**src/rtl/drfifo_sync.sv**
```systemverilog
// rtl/drfifo_sync.sv - clocked dual-rail four-phase FIFO bridge; DRFIFO_SYNC_EN adds two-flop input synchronizers
module drfifo_sync #(
  parameter int WIDTH = 8,
  parameter int DEPTH = 4
) (
  input  logic                       clk,
  input  logic                       rst_n,
  input  logic [WIDTH-1:0]           in_t,
  input  logic [WIDTH-1:0]           in_f,
  output logic                       in_ack,
  output logic [WIDTH-1:0]           out_t,
  output logic [WIDTH-1:0]           out_f,
  input  logic                       out_ack,
  output logic [$clog2(DEPTH+1)-1:0] level,
  output logic                       err
);

  localparam int PW = $clog2(DEPTH);
  localparam int LW = $clog2(DEPTH + 1);
  localparam logic [LW-1:0] LVL_FULL = LW'(DEPTH);

  typedef enum logic {
    I_DATA,
    I_NULL
  } in_state_e;

  typedef enum logic [1:0] {
    O_IDLE,
    O_DATA,
    O_RTZ
  } out_state_e;

  // Rails and ack as seen by the FSMs (synchronized or direct)
  logic [WIDTH-1:0] in_t_s;
  logic [WIDTH-1:0] in_f_s;
  logic             out_ack_s;

`ifdef DRFIFO_SYNC_EN
  logic [WIDTH-1:0] in_t_m_q;
  logic [WIDTH-1:0] in_t_s_q;
  logic [WIDTH-1:0] in_f_m_q;
  logic [WIDTH-1:0] in_f_s_q;
  logic             out_ack_m_q;
  logic             out_ack_s_q;

  // Two-flop synchronizers per rail; monotonic rails make per-bit sync safe
  always_ff @(posedge clk or negedge rst_n) begin
    if (!rst_n) begin
      in_t_m_q    <= '0;
      in_t_s_q    <= '0;
      in_f_m_q    <= '0;
      in_f_s_q    <= '0;
      out_ack_m_q <= 1'b0;
      out_ack_s_q <= 1'b0;
    end else begin
      in_t_m_q    <= in_t;
      in_t_s_q    <= in_t_m_q;
      in_f_m_q    <= in_f;
      in_f_s_q    <= in_f_m_q;
      out_ack_m_q <= out_ack;
      out_ack_s_q <= out_ack_m_q;
    end
  end

  assign in_t_s    = in_t_s_q;
  assign in_f_s    = in_f_s_q;
  assign out_ack_s = out_ack_s_q;
`else
  assign in_t_s    = in_t;
  assign in_f_s    = in_f;
  assign out_ack_s = out_ack;
`endif

  // State and storage
  in_state_e        in_state_q;
  out_state_e       out_state_q;
  logic             in_ack_q;
  logic             err_q;
  logic [WIDTH-1:0] out_t_q;
  logic [WIDTH-1:0] out_f_q;
  logic [PW-1:0]    wr_ptr_q, wr_ptr_d;
  logic [PW-1:0]    rd_ptr_q, rd_ptr_d;
  logic [LW-1:0]    level_q, level_d;
  logic [WIDTH-1:0] mem_q [DEPTH];

  // Completion detection on the incoming word
  logic word_complete;
  logic word_null;
  logic word_illegal;
  logic fifo_full;
  logic fifo_empty;
  logic [WIDTH-1:0] head;

  assign word_complete = &(in_t_s | in_f_s);
  assign word_null     = ~|(in_t_s | in_f_s);
  assign word_illegal  = |(in_t_s & in_f_s);
  assign fifo_full     = (level_q == LVL_FULL);
  assign fifo_empty    = (level_q == '0);
  assign head          = mem_q[rd_ptr_q];

  // Handshake decisions: write, discard of an illegal word, pop, output load
  logic wr_en;
  logic in_discard;
  logic pop_en;
  logic load_en;

  // An illegal word is acked and dropped even when full, so the producer never stalls on it
  always_comb begin
    wr_en      = 1'b0;
    in_discard = 1'b0;
    if (in_state_q == I_DATA) begin
      if (word_illegal) begin
        in_discard = 1'b1;
      end else if (word_complete && !fifo_full) begin
        wr_en = 1'b1;
      end
    end
  end

  assign pop_en  = (out_state_q == O_DATA) && out_ack_s;
  assign load_en = (out_state_q == O_IDLE) && !fifo_empty && !out_ack_s;

  // Next pointers and occupancy; simultaneous write and pop leave level unchanged
  always_comb begin
    wr_ptr_d = wr_ptr_q;
    rd_ptr_d = rd_ptr_q;
    level_d  = level_q;
    if (wr_en) begin
      wr_ptr_d = wr_ptr_q + 1'b1;
    end
    if (pop_en) begin
      rd_ptr_d = rd_ptr_q + 1'b1;
    end
    case ({wr_en, pop_en})
      2'b10:   level_d = level_q + 1'b1;
      2'b01:   level_d = level_q - 1'b1;
      default: level_d = level_q;
    endcase
  end

  // Pointer and level registers
  always_ff @(posedge clk or negedge rst_n) begin
    if (!rst_n) begin
      wr_ptr_q <= '0;
      rd_ptr_q <= '0;
      level_q  <= '0;
    end else begin
      wr_ptr_q <= wr_ptr_d;
      rd_ptr_q <= rd_ptr_d;
      level_q  <= level_d;
    end
  end

  // Word storage; the t rail carries the bit value, contents are don't-care after reset
  always_ff @(posedge clk) begin
    if (wr_en) begin
      mem_q[wr_ptr_q] <= in_t_s;
    end
  end

  // Producer-side four-phase controller with registered ack and sticky error
  always_ff @(posedge clk or negedge rst_n) begin
    if (!rst_n) begin
      in_state_q <= I_DATA;
      in_ack_q   <= 1'b0;
      err_q      <= 1'b0;
    end else begin
      case (in_state_q)
        I_DATA: begin
          if (wr_en || in_discard) begin
            in_ack_q   <= 1'b1;
            in_state_q <= I_NULL;
          end
          if (in_discard) begin
            err_q <= 1'b1;
          end
        end
        I_NULL: begin
          // Only a fully null word ends the phase; partial return-to-zero waits
          if (word_null) begin
            in_ack_q   <= 1'b0;
            in_state_q <= I_DATA;
          end
        end
        default: begin
          in_ack_q   <= 1'b0;
          in_state_q <= I_DATA;
        end
      endcase
    end
  end

  // Consumer-side four-phase controller; rails change only as whole registered words
  always_ff @(posedge clk or negedge rst_n) begin
    if (!rst_n) begin
      out_state_q <= O_IDLE;
      out_t_q     <= '0;
      out_f_q     <= '0;
    end else begin
      case (out_state_q)
        O_IDLE: begin
          if (load_en) begin
            out_t_q     <= head;
            out_f_q     <= ~head;
            out_state_q <= O_DATA;
          end
        end
        O_DATA: begin
          if (out_ack_s) begin
            out_t_q     <= '0;
            out_f_q     <= '0;
            out_state_q <= O_RTZ;
          end
        end
        O_RTZ: begin
          if (!out_ack_s) begin
            out_state_q <= O_IDLE;
          end
        end
        default: begin
          out_t_q     <= '0;
          out_f_q     <= '0;
          out_state_q <= O_IDLE;
        end
      endcase
    end
  end

  assign in_ack = in_ack_q;
  assign out_t  = out_t_q;
  assign out_f  = out_f_q;
  assign level  = level_q;
  assign err    = err_q;

endmodule

```
**config.mk**
```make
export PLATFORM = sky130hd
export DESIGN_NAME = drfifo_sync
export DESIGN_NICKNAME = d
export VERILOG_FILES = /design/src/rtl/drfifo_sync.sv
export SDC_FILE = /design/constraint.sdc
export NUM_CORES = 1
export LEC_CHECK = 0
export ABC_AREA = 1
export BUFFER_PORTS_ARGS = -buffer_cell sky130_fd_sc_hd__buf_2
export CAP_MARGIN = 20
export CORE_MARGIN = 2
export CORE_UTILIZATION = 46
export DETAILED_ROUTE_END_ITERATION = 12
export GPL_TIMING_DRIVEN = 0
export PLACE_DENSITY_LB_ADDON = 0.12
export SLEW_MARGIN = 20
export SYNTH_ARGS = -nofsm -noshare
export SYNTH_HDL_FRONTEND = slang
export SYNTH_SLANG_ARGS = --single-unit
```
**constraint.sdc**
```tcl
create_clock -name clk -period 4.5 [get_ports clk]
set_input_delay 0.675 -clock clk [delete_from_list [all_inputs] [get_ports clk]]
set_output_delay 0.675 -clock clk [all_outputs]
set_load 0.03 [all_outputs]
```
==> results by group, run 1 <==
Yosys
  – Cell Area, Synth: 2730 sq um
  – Mapped Cells: 255
  – Biggest area consumer among synthesized cells: edfxtp_1
  – Ys Warns: 0
  – Syn_area_per_cell: about 11 sq um
  – Register area share after synthesis: about three fifths
  – Ys flop type: edfxtp_1
  – Synth top area share: between 30% and 40%
  – Synth top cells by count: 51 x nand2_1, 38 x nor2_1, 32 x edfxtp_1
  – Post-synth ARST share: approximately 47%
  – Post-synth EDFFs: 32
  – #FFs+latches synth: 60
  – Syn Nets: between 200 and 300
  – Leading cell type by number of instances after synthesis: nand2_1
  – Yosys cell types: 30
  – Ranking of synthesized cells by area: edfxtp_1 35%, dfrtp_1 26%, nand2_1 7.0%

Min path
  – Worst hold path type: in2async

Worst setup path
  – CP max stage cell: fa_1
  – Buf/Inv on CP: 2
  – Arrival time worst endpoint: approximately 2300 ps
  – Worst R2R Path Depth: 11
  – Crit-path max cell delay: between 300 and 400 ps
  – Cells along the critical path: buf_2 > nor2_1 > nor2_1 > nand2_1 > nor2_2 > nand3_4 > ha_1 > inv_1 > fa_1 > a21oi_1 > o21ai_0 > xor2_1
  – Crit Path Category: in2reg
  – CP required: around 4700 ps
  – Startpoint Class: input pin
  – CP Capture Type: flip-flop
  – Cell count along the critical path: 12
  – Reg2Reg Setup Slack: between 2000 and 2500 ps
  – Crit-path max FO: 7
  – Critical R2R Launch: level[1]$_DFFE_PN0P_
  – CP top delay family: adder cells
  – CP Launch Point: in_t[0]
  – Crit-path most repeated cell: nor2_1

Power
  – Worst IR Drop VDD: 278 uV
  – Sw Share: approximately 40%
  – Sequential share of power: between 30% and 40%
  – Power share of the clock group: between 10% and 20%
  – Comb pwr share: 41.5%
  – LEAKAGE: roughly 1.4 nW
  – Pwr/cell area: 605 nW/um^2
  – Design internal power: approximately 0.0011 W
  – Switching Power: roughly 0.00078 W

STA
  – Smallest hold slack: ~370 ps
  – Endpoints failing setup: 0
  – Tmin final: 2150 ps
  – Slew headroom: between 50 and 60%
  – Worst-margin pin slew: between 700 and 800 ps
  – Fin. Hold Viols: 0
  – Final setup margin: 2350 ps
  – Period utilisation layout: 47.7%
  – Layout Skew: roughly 4.4 ps
  – Max Slew Vio Count: 0
  – RSZ-0062 raised after global routing: false
  – Fmax: approximately 470 MHz
  – TNS Setup: 0 ps

Route
  – Post-DR wirelength/cell: 13.2 um
  – Vias: 1859
  – DR pass1 iterations: 4
  – ANT nets after route: 0
  – DRC errors left: 0
  – Drt via density: just under 5
  – Routed wire length: between 5 and 6 mm
  – 1st-iter DRT viols: 50

Die
  – Starting Density: between 40% and 50%
  – Full die area: approximately 6600 sq um
  – Die Span X: between 80 and 90 um
  – Row cnt: 28
  – Die Span Y: slightly above 80 um
  – I/O pin cnt: 40
  – Core area: just under 6000 sq um

Clocking
  – Inserted Clock Buffers: 9
  – Setup Buffers After CTS: 0
  – Post-CTS sizing: 0
  – Clk buf depth: 2
  – Clk sinks: 60
  – Reg clk slew, reported paths: around 60 ps
  – Worst skew pair latency: ~320 ps
  – Clock root cell: clkbuf_8
  – CTS tree: done
  – # H-tree levels: 3
  – Cts hold-fix bufs: 0

Cells and area
  – Design area: 3170 sq um
  – Final Util: a little over half
  – Nets: 330
  – P&R area growth vs syn: 16.2%
  – Share of cells above drive strength 1: 26.5%
  – Diode count: 0

GRT
  – First-pass GRT wire length: 8.56 mm
  – Number of global-route vias before repair: ~1800
  – Gr usage total: 18.0%
  – Largest net degree at the start of global routing: 29
  – Overflow after GRT: 0
  – Initial antenna violation count: 0

Place
  – Dpl hpwl: ~3.7 mm
  – Placement Setup Slack: approximately 2000 ps
  – Port Buf Inserts: 39
  – Placer Congestion: between 0.7 and 0.8
  – Cell Area, Placed: 3020 sq um

Outcome
  – Outcome: complete, no violations

Job
  – MaxCap Viol Count: 0
==> routing by layer <==
layer	track usage, %	share of wire, %
met5	0	0
met1	24.2	48
met3	3.67	4.6
met4	10.2	1.8
met2	27.4	45
==> final timing paths <==
path,to
setup / recovery,level[2]$_DFFE_PN0P_
hold / removal,out_t[6]$_DFFE_PN0P_
setup reg to reg,level[2]$_DFFE_PN0P_
hold reg to reg,err$_DFFE_PN0P_
max in group asynchronous,err$_DFFE_PN0P_
min in group clk,err$_DFFE_PN0P_
==> cells in the final DEF, fill, tap and decap left out, drive strengths merged <==
| cell | Yosys | layout |
|---|---|---|
| a21boi | 1 | 1 |
| a21oi | 4 | 4 |
| a31oi | 1 | 1 |
| buf | 7 | 46 |
| clkbuf | 0 | 12 |
| clkinv | 0 | 4 |
| dfrtp | 28 | 28 |
| edfxtp | 32 | 32 |
| fa | 1 | 1 |
| ha | 5 | 5 |
| inv | 24 | 24 |
| nand2 | 53 | 53 |
| nand3 | 16 | 16 |
| nand4 | 6 | 6 |
| nor2 | 43 | 43 |
| nor3 | 1 | 1 |
| o211ai | 7 | 7 |
| o21ai | 21 | 21 |
| o21bai | 1 | 1 |
| xnor2 | 1 | 1 |
| xor2 | 3 | 3 |
==> layout make-up <==
class	instances	area, sq um
fill	555	2640
clock inverter	4	17.5
buffer	7	71.3
inverter	24	97.6
multi-input combinational	164	902
timing repair buffer	39	195
tap	75	93.8
sequential	60	1660
clock buffer	12	135
==> power groups by stage <==
stage               Combinational, W  Sequential [W]  Clock, W
floorplan                   0.000445        0.000909         0
global placement            0.000794        0.000748         0
detailed placement          0.000804        0.000752         0
CTS                         0.000809        0.000742  0.000395
global route                0.000897        0.000753  0.000419
finish                      0.000797        0.000741  0.000383
==> stage by stage <==
stage	power, W	instances
6_report	0.00192	385
4_1_cts	0.00195	385
3_5_place_dp	0.00156	369
3_3_place_gp	0.00154	369
2_1_floorplan	0.00135	255
5_1_grt	0.00207	385
==> registers in the layout (all words and copies together), names as in the netlist <==
register and flops:
out_state_q 2, mem_q 32, in_state_q 1, level 3, wr_ptr_q 2, out_f 8, err 1, in_ack 1
rd_ptr_q 2, out_t 8
==> cells by family after synthesis <==
group                    synth area share (%)
AND/OR/NAND/NOR                          19.6
buffers and inverters                    6.18
XOR/XNOR                                 1.28
AO/OA/AOI/OAI                            9.11
flip-flops                               60.8
adder cells (fa/ha/maj)                  3.02
Power figures use the tool's default switching activity.
==> run 2: changes to the inputs <==
--- a/config.mk
+++ b/config.mk
@@ -5,7 +5,7 @@
 export SDC_FILE = /design/constraint.sdc
 export NUM_CORES = 1
 export LEC_CHECK = 0
-export ABC_AREA = 1
+export ABC_AREA = 0
 export BUFFER_PORTS_ARGS = -buffer_cell sky130_fd_sc_hd__buf_2
 export CAP_MARGIN = 20
 export CORE_MARGIN = 2
==> constraint.sdc (replaced) <==
create_clock -name clk -period 2.2 [get_ports clk]
set_input_delay 0.33 -clock clk [delete_from_list [all_inputs] [get_ports clk]]
set_output_delay 0.33 -clock clk [all_outputs]
set_load 0.03 [all_outputs]
==> results by group, run 2 <==
Worst setup path
  – Cells along the critical path: o21bai_1 > nor4_4 > nand3b_4 > ha_1 > inv_1 > fa_1 > xor2_1 > nor2_1 > xor2_1
  – CP Capture Type: flip-flop
  – Startpoint Class: flip-flop
  – CP max stage cell: dfrtp_1
  – CP required: 2400 ps (-2300 ps)
  – Crit-path max FO: 6 (-1)
  – Worst R2R Path Depth: 9 (-2)
  – Crit-path most repeated cell: xor2_1
  – Crit-path max cell delay: 420 ps (+40 ps)
  – Reg2Reg Setup Slack: 90 ps (-2380 ps)
  – Critical R2R Launch: in_state_q$_DFF_PN0_
  – Crit Path Category: reg2reg
  – Capturing point of the worst reg2reg path: level[2]$_DFFE_PN0P_
  – Arrival time worst endpoint: 2310 ps (-30 ps)

Power
  – Design internal power: 0.00250 W (+120%)
  – Switching Power: 0.00130 W (+67%)
  – LEAKAGE: 1.30 nW (-7.1%)
  – Sequential share of power: 39.4% (+0.8 points)
  – Power consumption: 0.00379 W (+98%)
  – Worst IR Drop VDD: 604 uV (+120%)
  – Sw Share: 34.2% (-6.3 points)
  – Power share of the clock group: 29.1% (+9.2 points)
  – Comb pwr share: 31.5% (-10 points)
  – Pwr/cell area: 1220 nW/um^2 (+100%)

Yosys
  – Post-synth EDFFs: 32 (unchanged)
  – Biggest area consumer among synthesized cells: edfxtp_1
  – Leading cell type by number of instances after synthesis: edfxtp_1
  – Syn_area_per_cell: 14.1 sq um (+32%)
  – Mapped Cells: 179 (-30%)
  – Adder-cell area share of the yosys netlist: 3.26% (+0.24 points)
  – Cell Area, Synth: 2530 sq um (-7.3%)
  – Compound-gate portion of the synthesized area: 4.50% (-4.6 points)
  – Mux cell area share after synthesis: 8.10% (+8.1 points)
  – Largest family of logic cells by synthesized area: simple AND/OR/NAND/NOR gates
  – #FFs+latches synth: 60 (unchanged)
  – Ys Warns: 0 (unchanged)
  – Ranking of synthesized cells by area: edfxtp_1 38%, dfrtp_1 28%, mux4_2 7.1%
  – Simple-gate share of the synthesized area: 13.2% (-6.4 points)
  – Yosys cell types: 33 (+10%)
  – Register area share after synthesis: 65.6% (+4.8 points)
  – Post-synth ARST share: 46.7% (unchanged)
  – Syn Nets: 204 (-27%)
  – Synth top area share: 37.9% (+2.8 points)
  – Synth Area in XOR/XNOR: 2.42% (+1.1 points)
  – Ys flop type: edfxtp_1
  – Synth top cells by count: 32 x edfxtp_1, 28 x dfrtp_1, 18 x nand2_1

Place
  – Placer Congestion: 0.829 (+15%)
  – Dpl hpwl: 3.61 mm (-2.7%)
  – Port Buf Inserts: 39 (unchanged)
  – Placed cells: 290 (-21%)

STA
  – Layout Skew: 4.69 ps (+0.252 ps)
  – Fmax: about 480 MHz
  – Slew headroom: 51.5% (+0.81 points)
  – Period utilisation layout: 95.7%
  – Tmin final: between 2000 and 2500 ps
  – Endpoints failing setup: 0 (unchanged)
  – Worst-margin pin slew: 721 ps (-15.4 ps)
  – Max Slew Vio Count: 0 (unchanged)
  – TNS Setup: 0 ps (unchanged)
  – Smallest hold slack: 21.9 ps (-350 ps)
  – Fin. Hold Viols: 0 (unchanged)

Die
  – Starting Density: 46.9% (-0.14 points)
  – Core area: 5410 sq um (-7.1%)
  – Die Span Y: 78.2 um (-3.6%)
  – Row cnt: 27 (-3.6%)
  – Full die area: 6110 sq um (-7.0%)
  – I/O pin cnt: 40 (unchanged)
  – Die Span X: 78.2 um (-3.6%)

Clocking
  – Clock root cell: clkbuf_8
  – Inserted Clock Buffers: 9 (unchanged)
  – Clk sinks: 60 (unchanged)
  – Worst skew pair latency: 320 ps (about the same)
  – CTS tree: done
  – Cts hold-fix bufs: 0 (unchanged)
  – Clk buf depth: 2 (unchanged)
  – Reg clk slew, reported paths: 70 ps (about the same)
  – # H-tree levels: 3 (unchanged)

Cells and area
  – Share of cells above drive strength 1: 33.8% (+7.3 points)
  – Nets: 260 (-21%)
  – Max FFs per register: 32 (unchanged)
  – Diode count: 0 (unchanged)
  – Most frequent cells in the layout: 41 x buf_2, 32 x edfxtp_1, 28 x dfrtp_1
  – P&R area growth vs syn: 22.8%
  – Largest Register: mem_q
  – Non-Filler Instances: 312 (-19%)
  – Most common cell after layout, fill and taps aside: buf_2

GRT
  – Overflow after GRT: 0 (unchanged)
  – Largest net degree at the start of global routing: 29 (unchanged)
  – Gr usage total: 18.1% (+0.029 points)
  – First-pass GRT wire length: 8.21 mm (-4.0%)
  – Initial antenna violation count: 0 (unchanged)
  – Number of global-route vias before repair: 1697 (-4.4%)

Route
  – Vias: 1683 (-9.5%)
  – DRC errors left: 0 (unchanged)
  – DR pass1 iterations: 4 (unchanged)
  – Routed wire length: 5.12 mm (+0.97%)
  – ANT nets after route: 0 (unchanged)
  – Post-DR wirelength/cell: 16.4 um (+25%)
  – Drt via density: 5.39 (+12%)
  – 1st-iter DRT viols: 53 (+6.0%)

Min path
  – Worst hold path type: in2async

Outcome
  – Outcome: complete, no violations

Job
  – MaxCap Viol Count: 0 (unchanged)
==> run 2: worst max-delay path: cells and delay by family (launching register included) <==
family,cells,cell delay [ps]
xor+xnor,2,280
flops,1,420
simple gates,3,580
compound gates,1,200
buf+inv,1,70
fa+ha+maj,2,420
==> run 2: per-layer routing <==
layer	vias up	GRT usage, %	wire, um
met2	76	29.5	2600
met5	-	0	0
met1	827	22.5	2110
met4	0	10.5	80
li1	769	-	-
met3	11	3.45	323
==> run 2: cell families after synthesis <==
logic type      after synthesis
fa+ha+maj                     6
xor+xnor                      7
compound gates               19
flops                        60
buf+inv                      15
mux                          10
simple gates                 62
==> run 2: power by group through the flow <==
stage          logic [W]  registers (W)  clock network [W]
2_1_floorplan   0.000579        0.00178                  0
3_3_place_gp     0.00117        0.00149                  0
3_5_place_dp     0.00120        0.00151                  0
4_1_cts          0.00122        0.00149            0.00113
5_1_grt          0.00130        0.00152            0.00118
6_report         0.00120        0.00149            0.00110
==> run 2: what timing repair did <==
| action | CTS | global route |
|---|---|---|
| resized for setup | 5 | 1 |
| endpoints found under the setup margin | 18 | 10 |
| setup buffers | 0 | 6 |
| gates cloned | 0 | 0 |
| pin swaps | 0 | 2 |
==> run 2: through the flow <==
step	cell area [sq um]	util [%]	worst slack, ps
2_1_floorplan	2530	-	8.05
3_3_place_gp	2820	52.1	-78.3
3_5_place_dp	2820	52.1	-117
4_1_cts	3060	56.6	0.678
5_1_grt	3110	57.5	-20.3
6_report	3110	57.5	94.9
==> run 2: cell type report <==
class	count	area, sq um
plain buffers	6	40.0
clock buffers	11	151
clock inverters	5	73.8
fillers	445	2300
inverters	9	33.8
multi-input cells	104	818
flip-flops and latches	60	1660
well taps	72	90.1
repair buffers	45	240
==> run 2: worst max path at each step <==
| stage | from | endpoint | depth (start not counted) |
|---|---|---|---|
| after floorplan | level[2]$_DFFE_PN0P_ | level[2]$_DFFE_PN0P_ | 9 |
| after global placement | level[0]$_DFFE_PN0P_ | level[2]$_DFFE_PN0P_ | 9 |
| after detailed placement | level[0]$_DFFE_PN0P_ | level[2]$_DFFE_PN0P_ | 9 |
| after CTS | level[2]$_DFFE_PN0P_ | mem_q[2][0]$_DFFE_PP_ | 4 |
| after global routing | in_state_q$_DFF_PN0_ | level[2]$_DFFE_PN0P_ | 9 |
| final | in_state_q$_DFF_PN0_ | level[2]$_DFFE_PN0P_ | 9 |
==> run 3: changes to the inputs <==
--- a/config.mk
+++ b/config.mk
@@ -9,7 +9,7 @@
 export BUFFER_PORTS_ARGS = -buffer_cell sky130_fd_sc_hd__buf_2
 export CAP_MARGIN = 20
 export CORE_MARGIN = 2
-export CORE_UTILIZATION = 46
+export CORE_UTILIZATION = 55
 export DETAILED_ROUTE_END_ITERATION = 12
 export GPL_TIMING_DRIVEN = 0
 export PLACE_DENSITY_LB_ADDON = 0.12
==> results by group, run 3 (same netlist as run 2, synthesis figures left out) <==
Power
  – Pwr/cell area: 1200 nW/um^2 (-1.8%)
  – Comb pwr share: 33.0% (+1.5 points)
  – Switching Power: 0.00127 W (-1.8%)
  – Sw Share: 35.5% (+1.4 points)
  – LEAKAGE: 1.25 nW (-3.8%)
  – Power consumption: 0.00358 W (-5.6%)
  – Power share of the clock group: 25.5% (-3.6 points)
  – Design internal power: 0.00231 W (-7.6%)
  – Sequential share of power: 41.4% (+2.0 points)
  – Worst IR Drop VDD: 497 uV (-18%)

STA
  – Tmin final: 2140 ps (+35.8 ps)
  – Smallest hold slack: 18.3 ps (-3.67 ps)
  – Worst-margin pin slew: 765 ps (+44.6 ps)
  – Max Slew Vio Count: 0 (unchanged)
  – Fmax: 467 MHz (-1.7%)
  – Endpoints failing setup: 0 (unchanged)
  – Layout Skew: 7.33 ps (+2.64 ps)
  – Fin. Hold Viols: 0 (unchanged)
  – Slew headroom: 48.8% (-2.8 points)
  – Period utilisation layout: 97.3% (+1.6 points)
  – RSZ-0062 raised after global routing: true

GRT
  – Overflow after GRT: 0 (unchanged)
  – Largest net degree at the start of global routing: 29 (unchanged)
  – Initial antenna violation count: 0 (unchanged)
  – Gr usage total: 21.3% (+3.2 points)
  – First-pass GRT wire length: 7.95 mm (-3.2%)
  – Number of global-route vias before repair: 1633 (-3.8%)

Worst setup path
  – Critical R2R Launch: in_state_q$_DFF_PN0_
  – CP Launch Point: in_state_q$_DFF_PN0_
  – Worst R2R Path Depth: 4 (-5)
  – CP Capture Type: flip-flop
  – Capturing point of the worst reg2reg path: mem_q[1][6]$_DFFE_PP_
  – Critical Path End: mem_q[1][6]$_DFFE_PP_
  – Startpoint Class: flip-flop
  – Crit Path Category: reg2reg
  – Reg2Reg Setup Slack: 60 ps (-40 ps)
  – CP required: 2150 ps (-250 ps)
  – Crit-path max FO: 8 (+2)
  – Arrival time worst endpoint: 2090 ps (-220 ps)

Min path
  – Worst hold path type: in2async

Clocking
  – Reg clk slew, reported paths: 70 ps (about the same)
  – Clk sinks: 60 (unchanged)
  – Inserted Clock Buffers: 9 (unchanged)
  – Worst skew pair latency: 320 ps (about the same)
  – Clk buf depth: 2 (unchanged)
  – CTS tree: done
  – Cts hold-fix bufs: 0 (unchanged)
  – # H-tree levels: 3 (unchanged)
  – Clock root cell: clkbuf_8

Route
  – Top sig layer: met4
  – Met2 routed WL: 2.38 mm (-8.8%)
  – DRC errors left: 0 (unchanged)
  – 1st-iter DRT viols: 130 (+150%)
  – Vias: 1639 (-2.6%)
  – Met1 WL: 1.83 mm (-14%)
  – Drt via density: 5.71 (+5.9%)
  – Routed wire length: 4.70 mm (-8.3%)
  – Met3 wire len: 434 um (+34%)
  – ANT nets after route: 0 (unchanged)
  – DR pass1 iterations: 4 (unchanged)
  – Post-DR wirelength/cell: 16.4 um (-0.27%)

Die
  – Die Span X: 71.9 um (-8.1%)
  – Row cnt: 24 (-11%)
  – Full die area: 5160 sq um (-16%)
  – Core area: 4380 sq um (-19%)
  – Starting Density: 57.8% (+11 points)
  – Die Span Y: 71.9 um (-8.1%)
  – I/O pin cnt: 40 (unchanged)

Place
  – Port Buf Inserts: 39 (unchanged)
  – Dpl hpwl: 3.35 mm (-7.1%)
  – Placed cells: 270 (-6.9%)
  – Placer Congestion: 0.869 (+4.9%)

Cells and area
  – Largest Register: mem_q
  – Most common cell after layout, fill and taps aside: buf_2
  – Diode count: 0 (unchanged)
  – P&R area growth vs syn: 18.1%
  – Share of cells above drive strength 1: 30.2% (-3.5 points)
  – Nets: 255 (-1.9%)
  – Final Util: 68.2% (+11 points)
  – Max FFs per register: 32 (unchanged)
  – Non-Filler Instances: 287 (-8.0%)
  – Most frequent cells in the layout: 41 x buf_2, 32 x edfxtp_1, 28 x dfrtp_1

Job
  – MaxCap Viol Count: 0 (unchanged)

Outcome
  – Outcome: complete, no violations
==> run 3: power groups by stage <==
stage | logic (W) | clock network [W] | registers, W
2_1_floorplan | 0.000579 | 0 | 0.00178
3_3_place_gp | 0.00115 | 0 | 0.00149
3_5_place_dp | 0.00119 | 0 | 0.00151
4_1_cts | 0.00120 | 0.000931 | 0.00149
5_1_grt | 0.00129 | 0.000989 | 0.00151
6_report | 0.00118 | 0.000915 | 0.00148
==> run 3: through the flow <==
step                      setup TNS, ps  instance area, sq um  worst slack [ps]
after floorplan                       0                  2530              8.05
after global placement            -76.7                  2790             -76.7
after detailed placement           -332                  2790              -160
after CTS                         -89.0                  2980             -12.9
after global routing              -1080                  2990             -57.7
final                                 0                  2990              59.1
==> run 3: worst max-delay path, cell delays in order (launching register included) <==
cell and delay, ps:
dfrtp_1 410, o21bai_1 210, nor4_4 370, nand3b_4 160, nor2_1 610
==> run 3: what timing repair did <==
item / 4_1_cts / 5_1_grt
resized for setup: 2 / 0
setup buffers: 0 / 1
endpoints found under the setup margin: 28 / 26
pin swaps: 0 / 2
==> run 3: how the worst min path moves through the flow <==
| stage | end | slack, ps | depth (start not counted) |
|---|---|---|---|
| 4_1_cts | level[2]$_DFFE_PN0P_ | 20 | 1 |
| 3_5_place_dp | out_f[1]$_DFFE_PN0P_ | 380 | 1 |
| 5_1_grt | out_t[5]$_DFFE_PN0P_ | 50 | 1 |
| 3_3_place_gp | out_f[1]$_DFFE_PN0P_ | 360 | 1 |
| 2_1_floorplan | err$_DFFE_PN0P_ | 30 | 0 |
| 6_report | out_f[7]$_DFFE_PN0P_ | 20 | 1 |
==> run 3: layer usage <==
layer  vias to the layer above  GRT usage [%]
met5                         -              0
met2                        90           35.5
met4                         0           11.9
met1                       780           25.7
li1                        763              -
met3                         6           4.64
==> run 3: area by class of cell <==
type | count | area [sq um]
buffer | 6 | 40.0
inverter | 9 | 33.8
timing repair buffer | 40 | 203
tap | 52 | 65.1
clock inverter | 6 | 55.1
multi-input combinational | 104 | 805
sequential | 60 | 1660
clock buffer | 10 | 128
fill | 315 | 1390
